<file path="src/rtl/ysyx_24100012_lsu_pkg.sv">
// Shared definitions for the sequential load/store unit: funct3 encodings,
// FSM state encoding and the access-size decode.
package ysyx_24100012_lsu_pkg;

    localparam logic [2:0] F3_B  = 3'b000;
    localparam logic [2:0] F3_H  = 3'b001;
    localparam logic [2:0] F3_W  = 3'b010;
    localparam logic [2:0] F3_D  = 3'b011;
    localparam logic [2:0] F3_BU = 3'b100;
    localparam logic [2:0] F3_HU = 3'b101;
    localparam logic [2:0] F3_WU = 3'b110;

    typedef enum logic [1:0] {
        IDLE  = 2'd0,
        MREQ  = 2'd1,
        MWAIT = 2'd2,
        RESP  = 2'd3
    } lsu_state_e;

    // Byte count of an access; the unsigned variants share the low two bits.
    function automatic logic [3:0] size_bytes(input logic [2:0] funct3);
        case (funct3[1:0])
            2'b00:   return 4'd1;
            2'b01:   return 4'd2;
            2'b10:   return 4'd4;
            default: return 4'd8;
        endcase
    endfunction

endpackage

</file>
<file path="src/rtl/ysyx_24100012_load_align.sv">
// Combinational load-data alignment: selects the addressed field of an aligned
// bus word and sign- or zero-extends it according to funct3.
module ysyx_24100012_load_align
    import ysyx_24100012_lsu_pkg::*;
#(
    parameter int DATA_WIDTH = 32,
    localparam int OFF_W = $clog2(DATA_WIDTH / 8)
) (
    input  logic [DATA_WIDTH-1:0] mem_rdata,
    input  logic [OFF_W-1:0]      offset,
    input  logic [2:0]            funct3,
    output logic [DATA_WIDTH-1:0] result
);

    logic [DATA_WIDTH-1:0] shifted;

    always_comb begin
        shifted = mem_rdata >> {offset, 3'b000};
        result  = shifted;
        case (funct3)
            F3_B:    result = DATA_WIDTH'($signed(shifted[7:0]));
            F3_H:    result = DATA_WIDTH'($signed(shifted[15:0]));
            F3_W:    result = DATA_WIDTH'($signed(shifted[31:0]));
            F3_BU:   result = DATA_WIDTH'(shifted[7:0]);
            F3_HU:   result = DATA_WIDTH'(shifted[15:0]);
            F3_WU:   result = DATA_WIDTH'(shifted[31:0]);
            default: result = shifted;
        endcase
    end

endmodule

</file>
<file path="src/rtl/ysyx_24100012_lsu_seq.sv">
// Sequential load/store unit: one request at a time, lane-aligned memory
// transaction with byte strobes, registered extended response.
//
// state | meaning
// IDLE  | ready for a request; latch it and decode errors
// MREQ  | memory request held stable until mem_ready
// MWAIT | load issued, waiting for mem_rvalid
// RESP  | response held until resp_ready
module ysyx_24100012_lsu_seq
    import ysyx_24100012_lsu_pkg::*;
#(
    parameter int ADDR_WIDTH = 32,
    parameter int DATA_WIDTH = 32,
    localparam int STRB_WIDTH = DATA_WIDTH / 8
) (
    input  logic                  clk,
    input  logic                  rst,
    input  logic                  req_valid,
    output logic                  req_ready,
    input  logic                  req_wen,
    input  logic [2:0]            req_funct3,
    input  logic [ADDR_WIDTH-1:0] req_addr,
    input  logic [DATA_WIDTH-1:0] req_wdata,
    output logic                  resp_valid,
    input  logic                  resp_ready,
    output logic [DATA_WIDTH-1:0] resp_rdata,
    output logic                  resp_misalign,
    output logic                  resp_illegal,
    output logic                  mem_valid,
    input  logic                  mem_ready,
    output logic                  mem_wen,
    output logic [ADDR_WIDTH-1:0] mem_addr,
    output logic [STRB_WIDTH-1:0] mem_wstrb,
    output logic [DATA_WIDTH-1:0] mem_wdata,
    input  logic                  mem_rvalid,
    input  logic [DATA_WIDTH-1:0] mem_rdata
);

    localparam int OFF_W = $clog2(STRB_WIDTH);

    lsu_state_e            state, state_next;
    logic                  wen_q;
    logic [2:0]            funct3_q;
    logic [ADDR_WIDTH-1:0] addr_q;
    logic [DATA_WIDTH-1:0] wdata_q;
    logic [DATA_WIDTH-1:0] rdata_q;
    logic                  misalign_q;
    logic                  illegal_q;

    logic                  req_illegal;
    logic                  req_misalign;
    logic                  accept;
    logic [OFF_W-1:0]      offset;
    logic [STRB_WIDTH-1:0] lane_mask;
    logic [DATA_WIDTH-1:0] load_data;

    assign accept = (state == IDLE) && req_valid;
    assign offset = addr_q[OFF_W-1:0];

    always_comb begin
        req_illegal = (req_funct3 == 3'b111)
                   || (req_wen && req_funct3[2])
                   || ((DATA_WIDTH == 32) && ((req_funct3 == F3_D) || (req_funct3 == F3_WU)));
        req_misalign = 1'b0;
        case (req_funct3[1:0])
            2'b01:   req_misalign = req_addr[0];
            2'b10:   req_misalign = |req_addr[1:0];
            2'b11:   req_misalign = |req_addr[2:0];
            default: req_misalign = 1'b0;
        endcase
    end

    always_ff @(posedge clk or negedge rst) begin
        if (!rst) begin
            state <= IDLE;
        end else begin
            state <= state_next;
        end
    end

    always_comb begin
        state_next = state;
        case (state)
            IDLE: begin
                if (req_valid) begin
                    state_next = (req_illegal || req_misalign) ? RESP : MREQ;
                end
            end
            MREQ: begin
                if (mem_ready) begin
                    state_next = wen_q ? RESP : MWAIT;
                end
            end
            MWAIT: begin
                if (mem_rvalid) begin
                    state_next = RESP;
                end
            end
            RESP: begin
                if (resp_ready) begin
                    state_next = IDLE;
                end
            end
            default: state_next = IDLE;
        endcase
    end

    always_ff @(posedge clk or negedge rst) begin
        if (!rst) begin
            wen_q      <= 1'b0;
            funct3_q   <= 3'b000;
            addr_q     <= '0;
            wdata_q    <= '0;
            rdata_q    <= '0;
            misalign_q <= 1'b0;
            illegal_q  <= 1'b0;
        end else if (accept) begin
            wen_q      <= req_wen;
            funct3_q   <= req_funct3;
            addr_q     <= req_addr;
            wdata_q    <= req_wdata;
            rdata_q    <= '0;
            // Illegal takes precedence so only one error flag is ever reported.
            misalign_q <= req_misalign && !req_illegal;
            illegal_q  <= req_illegal;
        end else if ((state == MWAIT) && mem_rvalid) begin
            rdata_q    <= load_data;
        end
    end

    ysyx_24100012_load_align #(
        .DATA_WIDTH(DATA_WIDTH)
    ) u_load_align (
        .mem_rdata(mem_rdata),
        .offset   (offset),
        .funct3   (funct3_q),
        .result   (load_data)
    );

    always_comb begin
        lane_mask = STRB_WIDTH'((16'd1 << size_bytes(funct3_q)) - 16'd1);
    end

    assign req_ready     = (state == IDLE);
    assign mem_valid     = (state == MREQ);
    assign mem_wen       = wen_q;
    assign mem_addr      = {addr_q[ADDR_WIDTH-1:OFF_W], {OFF_W{1'b0}}};
    assign mem_wstrb     = wen_q ? (lane_mask << offset) : '0;
    assign mem_wdata     = wdata_q << {offset, 3'b000};
    assign resp_valid    = (state == RESP);
    assign resp_rdata    = rdata_q;
    assign resp_misalign = misalign_q;
    assign resp_illegal  = illegal_q;

endmodule

</file>
<file path="config.mk">
export PLATFORM = sky130hd
export DESIGN_NAME = ysyx_24100012_lsu_seq
export DESIGN_NICKNAME = d
export VERILOG_FILES = /design/src/rtl/ysyx_24100012_lsu_pkg.sv /design/src/rtl/ysyx_24100012_load_align.sv /design/src/rtl/ysyx_24100012_lsu_seq.sv
export SDC_FILE = /design/constraint.sdc
export NUM_CORES = 1
export LEC_CHECK = 0
export BUFFER_PORTS_ARGS = -buffer_cell sky130_fd_sc_hd__buf_4
export CAP_MARGIN = 20
export CORE_MARGIN = 2
export CORE_UTILIZATION = 54
export DETAILED_ROUTE_END_ITERATION = 8
export PLACE_DENSITY = 0.95
export SETUP_SLACK_MARGIN = 0.3
export SLEW_MARGIN = 20
export SYNTH_ARGS = -nofsm -noshare
export SYNTH_HDL_FRONTEND = slang
export SYNTH_HIERARCHICAL = 1
export SYNTH_SLANG_ARGS = --single-unit
</file>
<file path="constraint.sdc">
create_clock -name clk -period 3.1 [get_ports clk]
set_clock_uncertainty 0.2 [all_clocks]
set_input_delay 0 -clock clk [delete_from_list [all_inputs] [get_ports clk]]
set_output_delay 0 -clock clk [all_outputs]
set_load 0.1 [all_outputs]
</file>
# Word-level counts from Yosys, hierarchy flattened
# Index checks and enable logic that the tools add are counted.
[classes]
add_sub_neg = 1
n_eq_ne = 18
shift = 4
n_mux = 13
n_reduce_logical = 16
[ops]
columns = ["cell", "n"]
rows = [
  ["$pmux 32 s4", 1],
  ["$mux 32", 2],
  ["$shl 32x5->32", 1],
  ["$shr 32x5->32", 1],
  ["$eq 3x3->1 const B", 4],
  ["$pmux 4 s3", 1],
  ["$eq 2x2->1 const B", 5],
  ["$mux 2", 5],
  ["$pmux 2 s4", 1],
  ["$eq 2x1->1 const B", 3],
  ["$logic_and 1x1->1", 4],
  ["$logic_not 2->1", 2],
  ["$logic_or 1x1->1", 4],
  ["$mux 4", 1],
  ["$ne 2x1->1 const B", 2],
  ["$ne 2x2->1 const B", 2],
  ["$reduce_and 4->1", 1],
  ["$shl 1x4->4 const A", 1],
  ["$shl 4x2->4", 1],
  ["$sub 4x1->4 const B", 1],
  ["$eq 3x1->1 const B", 1],
  ["$eq 3x2->1 const B", 1],
  ["$logic_not 3->1", 1],
  ["$pmux 1 s3", 1],
  ["5 further kinds", 5],
]
[word_totals]
ff_bits = 104
output_inout_bits = 106

# Longest topological paths before layout
# Gate-level depths: netlist of the first run.
[logic_depth]
word_depth = 7
mapped_depth = 8

# Cells and area by module
# The synthesis of the first run kept the hierarchy.
[by_module_without_submodules]
columns = ["mod", "instances", "cells_per_inst", "area_per_inst_um2"]
rows = [
  ["ysyx_24100012_lsu_seq", 1, 375, 4911.0],
  ["ysyx_24100012_load_align", 1, 107, 694.4],
]

# Worst setup path after synthesis of the first run
# No wires, ideal clock.
[synth_path]
kind = "register to output"
startpoint = "reg wen_q (netlist: mem_wen)"
endpoint = "out mem_wstrb[1]"
arrival_ns = 3.272
setup_slack_ns = -0.372
path_stages_with_launch = 2
n_path_buf = 0
cell_sequence = "dfrtp_1 > nor3b_1"
[synth_via]
elab_chain_len = 1
[synth_lines]
columns = ["item", "line_no", "rtl"]
rows = [
  ["start: declaration", "ysyx_24100012_lsu_seq.sv:42", "logic wen_q;"],
  ["start signal: assignment", "ysyx_24100012_lsu_seq.sv:118", "wen_q <= req_wen;"],
  ["$mux 4", "ysyx_24100012_lsu_seq.sv:148", "assign mem_wstrb = wen_q ? (lane_mask << offset) : '0;"],
  ["end: declaration", "ysyx_24100012_lsu_seq.sv:33", "output logic [STRB_WIDTH-1:0] mem_wstrb,"],
]
# No other way between the ends.

# Final worst setup path of the first run
[layout_path]
startpoint = "reg addr_q[0]"
endpoint = "reg rdata_q[13] (netlist: resp_rdata[13])"
[layout_via]
elab_chain_len = 4
[layout_lines]
columns = ["item", "line_no", "rtl"]
rows = [
  ["start: declaration", "ysyx_24100012_lsu_seq.sv:44", "logic [ADDR_WIDTH-1:0] addr_q;"],
  ["start signal: assignment", "ysyx_24100012_lsu_seq.sv:120", "addr_q <= req_addr;"],
  ["$shr 32x5->32", "ysyx_24100012_load_align.sv:18", "shifted = mem_rdata >> {offset, 3'b000};"],
  ["$pmux 32 s4", "ysyx_24100012_load_align.sv:20", "case (funct3)"],
  ["net load_data[13]", "ysyx_24100012_lsu_seq.sv:55", "logic [DATA_WIDTH-1:0] load_data;"],
  ["$mux 32", "ysyx_24100012_lsu_seq.sv:126", "end else if ((state == MWAIT) && mem_rvalid) begin"],
  ["$mux 32", "ysyx_24100012_lsu_seq.sv:117", "end else if (accept) begin"],
  ["end signal: assignment", "ysyx_24100012_lsu_seq.sv:127", "rdata_q <= load_data;"],
  ["end: declaration", "ysyx_24100012_lsu_seq.sv:46", "logic [DATA_WIDTH-1:0] rdata_q;"],
]
# The timed path passes the listed nets, and every way through them passes these cells. The select of a mux whose other input is x is not followed.
# A chain may end at the register's enable or synchronous reset.

==> impl_metrics.json, run 1 <==
{
  "status": "finished, final reports clean",
  "via_per_inst": 5.56,
  "tns_ps": 0,
  "crit_chain": "buf_6, mux2i_1, dlygate4sd3_1, nor2_1, a211oi_1, nor2_1, a22o_1",
  "ant_nets": 0,
  "setup_viol": 0,
  "end_kind": "flip-flop",
  "row_count": 37,
  "seqCellArea_sq_mm": 0.00261,
  "drc": 0,
  "finish.utilization_pct": 80.3,
  "dr.pass1.iters": 6,
  "cts_buffers": 9,
  "io_buffers": 209,
  "required_ps": 3140,
  "dominantRegCellSynth": "dfrtp_1",
  "syn_to_final_growth_pct": 45.9,
  "synth.avg_cell_area_sq_um": 11.6,
  "synth.most_common_cell": "dfrtp_1",
  "grt_start_max_net_pins": 90,
  "synth_top_area_cell": "dfrtp_1",
  "yosysWarningCount": 6,
  "synth_common_cells": "dfrtp_1, mux2_2, mux2i_1",
  "ys_types": 40,
  "die_area_sq_mm": 0.0112,
  "start_util_pct": 55.0,
  "h-tree-depth": 3,
  "wire_per_inst_um": 20.0,
  "cts_tree": "done",
  "critical_path.slowest_cell": "dlygate4sd3_1",
  "final.fill_count": 587,
  "clk_pin_slew_ps": 90,
  "start_kind": "flip-flop",
  "cp_slowest_stage_delay_ps": 610,
  "core-area_sq_mm": 0.0102,
  "min_period_ps": 2730,
  "hp-class": "input pin to flip-flop",
  "clock_latency_ps": 350,
  "crit_family": "buffers and inverters",
  "antenna_found_initial": 2,
  "crit_arrival_ps": 2770,
  "path_buf_inv": 2,
  "clockBufferDepth": 2,
  "clockRootBuffer": "clkbuf_8",
  "finalWirelength_um": 17800,
  "max_slew_margin_pct": 45.0,
  "rsz0062_at_grt": "false",
  "fmax_ghz": 0.367,
  "synth-seq-area-share_pct": 46.4,
  "ios": 212,
  "place_congestion": 0.930,
  "maxSlewViolCount": 0,
  "first_global_vias": 5408,
  "cpMostUsedCell": "nor2_1",
  "die_h_um": 106,
  "grt_pass1_wl_um": 28000,
  "vias": 4951,
  "layout.nets": 860,
  "cts.sinks": 104,
  "critPathKind": "flip-flop to flip-flop",
  "layout-drive-gt1-share_pct": 41.4,
  "postSynthCellCount": 482,
  "multi_input_comb_area_sq_mm": 0.00254,
  "synthTopCellsByArea": "dfrtp_1, mux2_2, mux2_4, mux2i_1, a22o_1",
  "syn_area_sq_mm": 0.00561,
  "ys_ff_latch": 104,
  "die-width_um": 106,
  "synth_edf_count": 0,
  "yosys.area.top_type_share_pct": 46.4,
  "tightest_slew_ps": 825,
  "dr.first_iter.drc_count": 271,
  "overflow": 0,
  "hold_viol_final": 0,
  "place_hpwl_um": 10500,
  "fin_crit_sh_pct": 88.0,
  "drv_cap": 0,
  "grt_use_total_pct": 32.3,
  "crit_fanout": 30,
  "synth_async_sr_flop_share_pct": 100
}
## path summary, 6_finish.rpt
kind                              startpoint        endpoint  slack (ps)  cells after the start
worst max register to register     addr_q[0]  resp_rdata[13]         370                      7
min in group asynchronous                rst        state[0]          50                      2
worst min-delay path            mem_rdata[2]   resp_rdata[2]          40                      5
worst min register to register   wdata_q[27]     wdata_q[27]         310                      1
max in group asynchronous                rst      addr_q[28]        1860                      3
worst max-delay path               addr_q[0]  resp_rdata[13]         370                      7
## cells by family after synthesis
kind of cell / count (synthesis) / synth area share [%]
adders and majority gates: 5 / 1.12
buffers and inverters: 68 / 8.46
and+or+nand+nor: 95 / 8.19
AOI/OAI and AO/OA: 105 / 13.7
DFF: 104 / 46.4
muxes: 104 / 22.0
other: 1 / 0.0669
## cell type report
cell class,instances,share of cell area [%]
diodes,2,0.0612
clock buffers,10,1.68
clock inverters,5,0.413
inverters,4,0.184
multi-input cells,311,31.0
flip-flops and latches,104,31.9
well taps,136,2.08
repair buffers,319,32.6
## layout by cell type (no fill, tap or decap), types with 2 or more instances in the layout
cell type and instances:
and2_1 9, dfrtp_1 102, inv_1 4, ha_1 5
mux2i_1 36, a211oi_1 23, a22o_1 32, buf_4 214
nand2b_1 4, nor2_1 29, o21ai_0 9, a21oi_1 17
clkbuf_8 10, diode_2 2, conb_1 2, o21ai_1 7
mux2_4 29, mux2_2 39, o21ai_2 2, buf_6 2
a21o_1 3, clkinv_2 2, dlygate4sd3_1 102, o21a_1 3
nor2b_1 16, nand2_1 30, clkinvlp_4 2
## per-layer routing
| metal | track usage [%] | routed length (um) | up-vias |
|---|---|---|---|
| li1 | - | - | 2209 |
| met1 | 36.7 | 6670 | 2398 |
| met2 | 56.2 | 9190 | 260 |
| met3 | 6.31 | 950 | 84 |
| met4 | 19.1 | 1010 | 0 |
| met5 | 0 | 0 | - |
## registers in the layout, indices dropped and copies added, names as in the netlist
signal / count
addr_q: 32
funct3_q: 3
mem_wen: 1
resp_illegal: 1
resp_misalign: 1
resp_rdata: 32
state: 2
wdata_q: 32
## stage by stage
step | setup slack [ps] | hold WS, ps | instances | cell area [sq um]
after global routing | 332 | 79.9 | 891 | 8180
after detailed placement | 696 | 36.9 | 771 | 6960
after global placement | 838 | 32.3 | 771 | 6960
after CTS | 348 | 21.9 | 888 | 8150
after floorplan | 441 | -496 | 483 | 5610
final | 373 | 40.3 | 891 | 8180
## worst register-to-register path, stage by stage (launching register included)
cell and delay (ps):
dfrtp_4 550, buf_6 310, mux2i_1 310, dlygate4sd3_1 610, nor2_1 50, a211oi_1 300, nor2_1 80, a22o_1 210
## what timing repair did
item | CTS | global route
resized for setup | 0 | 2
buffers inserted | 0 | 1
hold endpoints to repair | 189 | 0
hold buffers | 102 | 0
endpoints found under the setup margin | 0 | 4
Power of run 1 is not shown: default switching activity piles up to over one toggle a cycle in this logic, so the estimate is an artifact.
==> run 2: changes to the inputs <==
==> constraint.sdc (replaced) <==
create_clock -name clk -period 3.1 [get_ports clk]
set_clock_uncertainty 0.2 [all_clocks]
set_input_delay 0.465 -clock clk [delete_from_list [all_inputs] [get_ports clk]]
set_output_delay 0.465 -clock clk [all_outputs]
set_load 0.1 [all_outputs]
==> impl_metrics.json, run 2 (same netlist as run 1, synthesis figures left out) <==
{
  "status": "finished, final reports clean",
  "mostFrequentLayoutCells": "buf_4, dfrtp_1, mux2_2",
  "hold_viol_final": 0,
  "maxSlewViolCount": 0,
  "cts_buffers": 9,
  "clockBufferDepth": 2,
  "required_ps": 2430,
  "dr.first_iter.drc_count": 260,
  "row_count": 37,
  "end_kind": "output port",
  "die-width_um": 106,
  "clock_latency_ps": 370,
  "post_cts_buffers": 0,
  "place_hpwl_um": 10600,
  "grt_start_max_net_pins": 48,
  "die_area_sq_mm": 0.0112,
  "clockRootBuffer": "clkbuf_8",
  "max_slew_margin_pct": 53.4,
  "rsz0062_at_grt": "false",
  "vias": 4366,
  "h-tree-depth": 3,
  "critPathKind": "flip-flop to output port",
  "overflow": 0,
  "start_kind": "flip-flop",
  "syn_to_final_growth_pct": 29.9,
  "ant_nets": 0,
  "setup_viol": 0,
  "ios": 212,
  "start_util_pct": 55.0,
  "antenna_found_initial": 0,
  "die_h_um": 106,
  "drc": 0,
  "layout-drive-gt1-share_pct": 48.6,
  "cts.sinks": 104,
  "fin_crit_sh_pct": 84.9,
  "tightest_slew_ps": 697,
  "grt_pass1_wl_um": 22800,
  "via_per_inst": 5.53,
  "tns_ps": 0,
  "hold-worst-slack_ps": 113,
  "wire_per_inst_um": 18.0,
  "io_buffers": 209,
  "crit_fanout": 23,
  "drv_cap": 0,
  "crit_arrival_ps": 1970,
  "dr.pass1.iters": 5,
  "layout.nets": 760,
  "grt_use_total_pct": 25.9,
  "fmax_ghz": 0.380,
  "finalWirelength_um": 14200,
  "place_congestion": 0.892,
  "core-area_sq_mm": 0.0102,
  "clk_pin_slew_ps": 100,
  "finish.utilization_pct": 71.5,
  "fin_area_sq_mm": 0.00728,
  "placed_area_sq_mm": 0.00700,
  "min_period_ps": 2630,
  "final_common_cell": "buf_4",
  "first_global_vias": 4484,
  "antenna-diode-count": 0,
  "hp-class": "input pin to flip-flop",
  "cts_tree": "done"
}
[run 2: changes by cell type in the layout (fill, tap and decap cells not counted), sizes merged]
cell and change:
dlygate4sd3 -101, bufinv +3, clkbuf +2, clkinv -2, clkinvlp -2, diode -2, buf +1
[run 2: final cells by class]
type,count,area (sq um)
Fill cell,746,2900
Tap cell,136,170
Clock inverter,4,98.8
Timing Repair Buffer,219,1670
Inverter,4,15.0
Multi-Input combinational cell,311,2550
Clock buffer,12,165
Sequential cell,104,2610
[run 2: repair_timing]
item,in CTS,in global routing
hold endpoints to repair,40,0
gates resized for setup,0,2
endpoints found under the setup margin,0,6
hold buffers,1,0
[run 2: final timing paths]
kind,startpoint,to,slack [ps],cells after the start
setup / recovery,addr_q[0],mem_wdata[30],470,4
hold / removal,req_addr[19],addr_q[19],110,2
setup reg to reg,addr_q[0],resp_rdata[16],600,5
hold reg to reg,wdata_q[25],wdata_q[25],320,1
max in group asynchronous,rst,wdata_q[0],1630,3
min in group asynchronous,rst,addr_q[2],410,2
[run 2: worst max-delay path: stages (launching register included)]
cell and delay, ps:
dfrtp_4 610, buf_4 340, a211oi_1 80, a21oi_1 220, buf_4 340
[run 2: metrics by stage]
stage,instances,setup WS (ps)
final,790,469
after global routing,790,307
after CTS,790,334
after detailed placement,773,592
after global placement,773,697
after floorplan,483,116
[run 2: routing by layer]
metal / share of wire (%) / vias to the layer above / track usage (%)
met3: 6.4 / 25 / 4.89
met5: 0 / - / 0
met4: 2.4 / 0 / 10.5
met1: 41 / 2129 / 33.6
met2: 50 / 194 / 43.0
li1: - / 2018 / -
Power of run 2 is left out for the same reason.
==> run 3: changes to the inputs <==
--- a/config.mk
+++ b/config.mk
@@ -5,12 +5,13 @@
 export SDC_FILE = /design/constraint.sdc
 export NUM_CORES = 1
 export LEC_CHECK = 0
+export ABC_AREA = 1
 export BUFFER_PORTS_ARGS = -buffer_cell sky130_fd_sc_hd__buf_4
 export CAP_MARGIN = 20
 export CORE_MARGIN = 2
-export CORE_UTILIZATION = 54
+export CORE_UTILIZATION = 46
 export DETAILED_ROUTE_END_ITERATION = 8
-export PLACE_DENSITY = 0.95
+export PLACE_DENSITY = 0.88
 export SETUP_SLACK_MARGIN = 0.3
 export SLEW_MARGIN = 20
 export SYNTH_ARGS = -nofsm -noshare
==> constraint.sdc (replaced) <==
create_clock -name clk -period 2.1 [get_ports clk]
set_clock_uncertainty 0.2 [all_clocks]
set_input_delay 0.315 -clock clk [delete_from_list [all_inputs] [get_ports clk]]
set_output_delay 0.315 -clock clk [all_outputs]
set_load 0.1 [all_outputs]
==> impl_metrics.json, run 3 <==
{
  "status": "finished, violations left",
  "violations": "negative setup slack",
  "h-tree-depth": 3,
  "ant_nets": 0,
  "required_ps": 2180,
  "ys_ff_latch": 104,
  "yosysWarningCount": 6,
  "final.fill_count": 579,
  "clk_pin_slew_ps": 80,
  "synth_edf_count": 0,
  "die-width_um": 117,
  "postSynthCellCount": 761,
  "hold-worst-slack_ps": 57.0,
  "grt_start_max_net_pins": 62,
  "antenna_found_initial": 0,
  "syn_area_sq_mm": 0.00589,
  "cp-startpoint": "addr_q[0]",
  "layout-drive-gt1-share_pct": 47.3,
  "synth.avg_cell_area_sq_um": 7.74,
  "row_count": 41,
  "drv_cap": 0,
  "hp-class": "input pin to flip-flop",
  "syn_to_final_growth_pct": 82.9,
  "ys_types": 33,
  "max_slew_margin_pct": 64.1,
  "cts_tree": "done",
  "mostFrequentLayoutCells": "nand2_1, buf_4, dfrtp_1",
  "overflow": 0,
  "endpoint": "resp_rdata[3]",
  "start_kind": "flip-flop",
  "placed_area_sq_mm": 0.00771,
  "synthSimpleGateAreaFrac_pct": 31.1,
  "synth_xor_area_share_pct": 0,
  "setup_viol": 34,
  "end_kind": "flip-flop",
  "synth_async_sr_flop_share_pct": 100,
  "dr.pass1.iters": 6,
  "fin_crit_sh_pct": 114,
  "vias": 7103,
  "crit_fanout": 8,
  "finalWirelength_um": 28700,
  "synth-seq-area-share_pct": 44.2,
  "yosys.area.top_type_share_pct": 44.2,
  "layout.nets": 1138,
  "cts_buffers": 9,
  "first_global_vias": 6430,
  "io_buffers": 209,
  "synth_compound_area_share_pct": 10.7,
  "synth.most_common_cell": "nand2_1",
  "antenna-diode-count": 0,
  "setup_slack_ps": -297,
  "dominantRegCellSynth": "dfrtp_1",
  "tightest_slew_ps": 539,
  "finish.utilization_pct": 85.7,
  "dr.first_iter.drc_count": 882,
  "fin_area_sq_mm": 0.0108,
  "place_hpwl_um": 12800,
  "r2r_cells": 10,
  "grt_pass1_wl_um": 34100,
  "place_congestion": 1.04,
  "hold_viol_final": 0,
  "drc": 0,
  "synthTopCellsByArea": "dfrtp_1, nand2_1, nand3_1, buf_4, o21ai_0",
  "via_per_inst": 5.90,
  "die_h_um": 117,
  "crit_arrival_ps": 2480,
  "grt_use_total_pct": 32.8,
  "min_period_ps": 2400,
  "critPathKind": "flip-flop to flip-flop",
  "synth_common_cells": "nand2_1, dfrtp_1, nand3_1",
  "synth_top_family_by_area": "simple AND/OR/NAND/NOR gates",
  "core-area_sq_mm": 0.0126,
  "rsz0062_at_grt": "true",
  "clockRootBuffer": "clkbuf_16",
  "synth_top_area_cell": "dfrtp_1",
  "fmax_ghz": 0.417,
  "synthAdderAreaFrac_pct": 1.06,
  "clock_latency_ps": 350,
  "r2r_start": "addr_q[0]",
  "maxSlewViolCount": 0,
  "die_area_sq_mm": 0.0137,
  "rrSetupSlack_ps": -300,
  "cts.sinks": 104,
  "clockBufferDepth": 2,
  "ios": 212,
  "final_common_cell": "nand2_1",
  "muxShareOfSynthArea_pct": 1.02,
  "rr_endpoint": "resp_rdata[3]",
  "start_util_pct": 46.9,
  "wire_per_inst_um": 23.8
}
[run 3: cell count changes after synthesis, sizes merged, moves of 15 or more]
cell	before	now
nand3	0	83
o21ai	18	38
mux2i	36	6
inv	4	34
a22o	32	0
a211oi	23	0
nor2b	16	0
nand2	30	297
mux2	68	0
buf	58	79
a22oi	0	15
[run 3: worst max-delay path, stage by stage (launching register included)]
cell,delay [ps]
dfrtp_2,460
buf_8,170
buf_12,130
buf_12,150
inv_12,80
buf_12,140
buf_6,100
nand2_2,120
a22oi_2,470
nand3_1,190
nand2_1,110
[run 3: worst min-delay path by stage]
stage	endpoint	depth (start not counted)	startpoint
floorplan	addr_q[0]	0	rst
finish	addr_q[2]	3	req_addr[2]
global route	addr_q[2]	3	req_addr[2]
CTS	addr_q[1]	3	req_addr[1]
detailed placement	resp_rdata[17]	1	rst
global placement	resp_rdata[17]	1	rst
[run 3: what timing repair did]
item,4_1_cts,5_1_grt
gates cloned,5,10
hold buffers,64,0
endpoints found under the setup margin,59,134
buffers inserted,15,13
gates resized for setup,167,186
pin swaps,20,58
hold endpoints to repair,95,0
[run 3: logic make-up (layout without fill, tap and decap cells)]
family	Yosys count	after routing
and+or+nand+nor	421	422
adders and majority gates	5	5
other	1	2
AOI/OAI and AO/OA	108	108
DFF	104	104
muxes	6	6
buffers and inverters	116	385
[run 3: per-stage QoR]
| stage | std cells | setup TNS (ps) | setup slack [ps] |
|---|---|---|---|
| global placement | 1081 | 0 | 241 |
| finish | 1204 | -3210 | -297 |
| detailed placement | 1081 | 0 | 205 |
| floorplan | 762 | -2510 | -117 |
| global route | 1204 | -4580 | -306 |
| CTS | 1181 | -908 | -68.7 |
[run 3: layout make-up]
type	instances	area, sq um	share of cell area [%]
flip-flops and latches	104	2610	24.2
clock inverters	5	67.6	0.627
inverters	34	168	1.56
well taps	172	215	2.00
multi-input cells	543	3780	35.1
clock buffers	11	253	2.35
repair buffers	335	3680	34.2
[run 3: layer usage]
metal	vias to the layer above	track usage [%]	wire length, um
li1	2970	-	-
met1	3379	38.0	9580
met2	565	54.8	13800
met3	189	8.55	3250
met4	0	19.1	2030
met5	-	0	0
Power of run 3 is left out for the same reason.
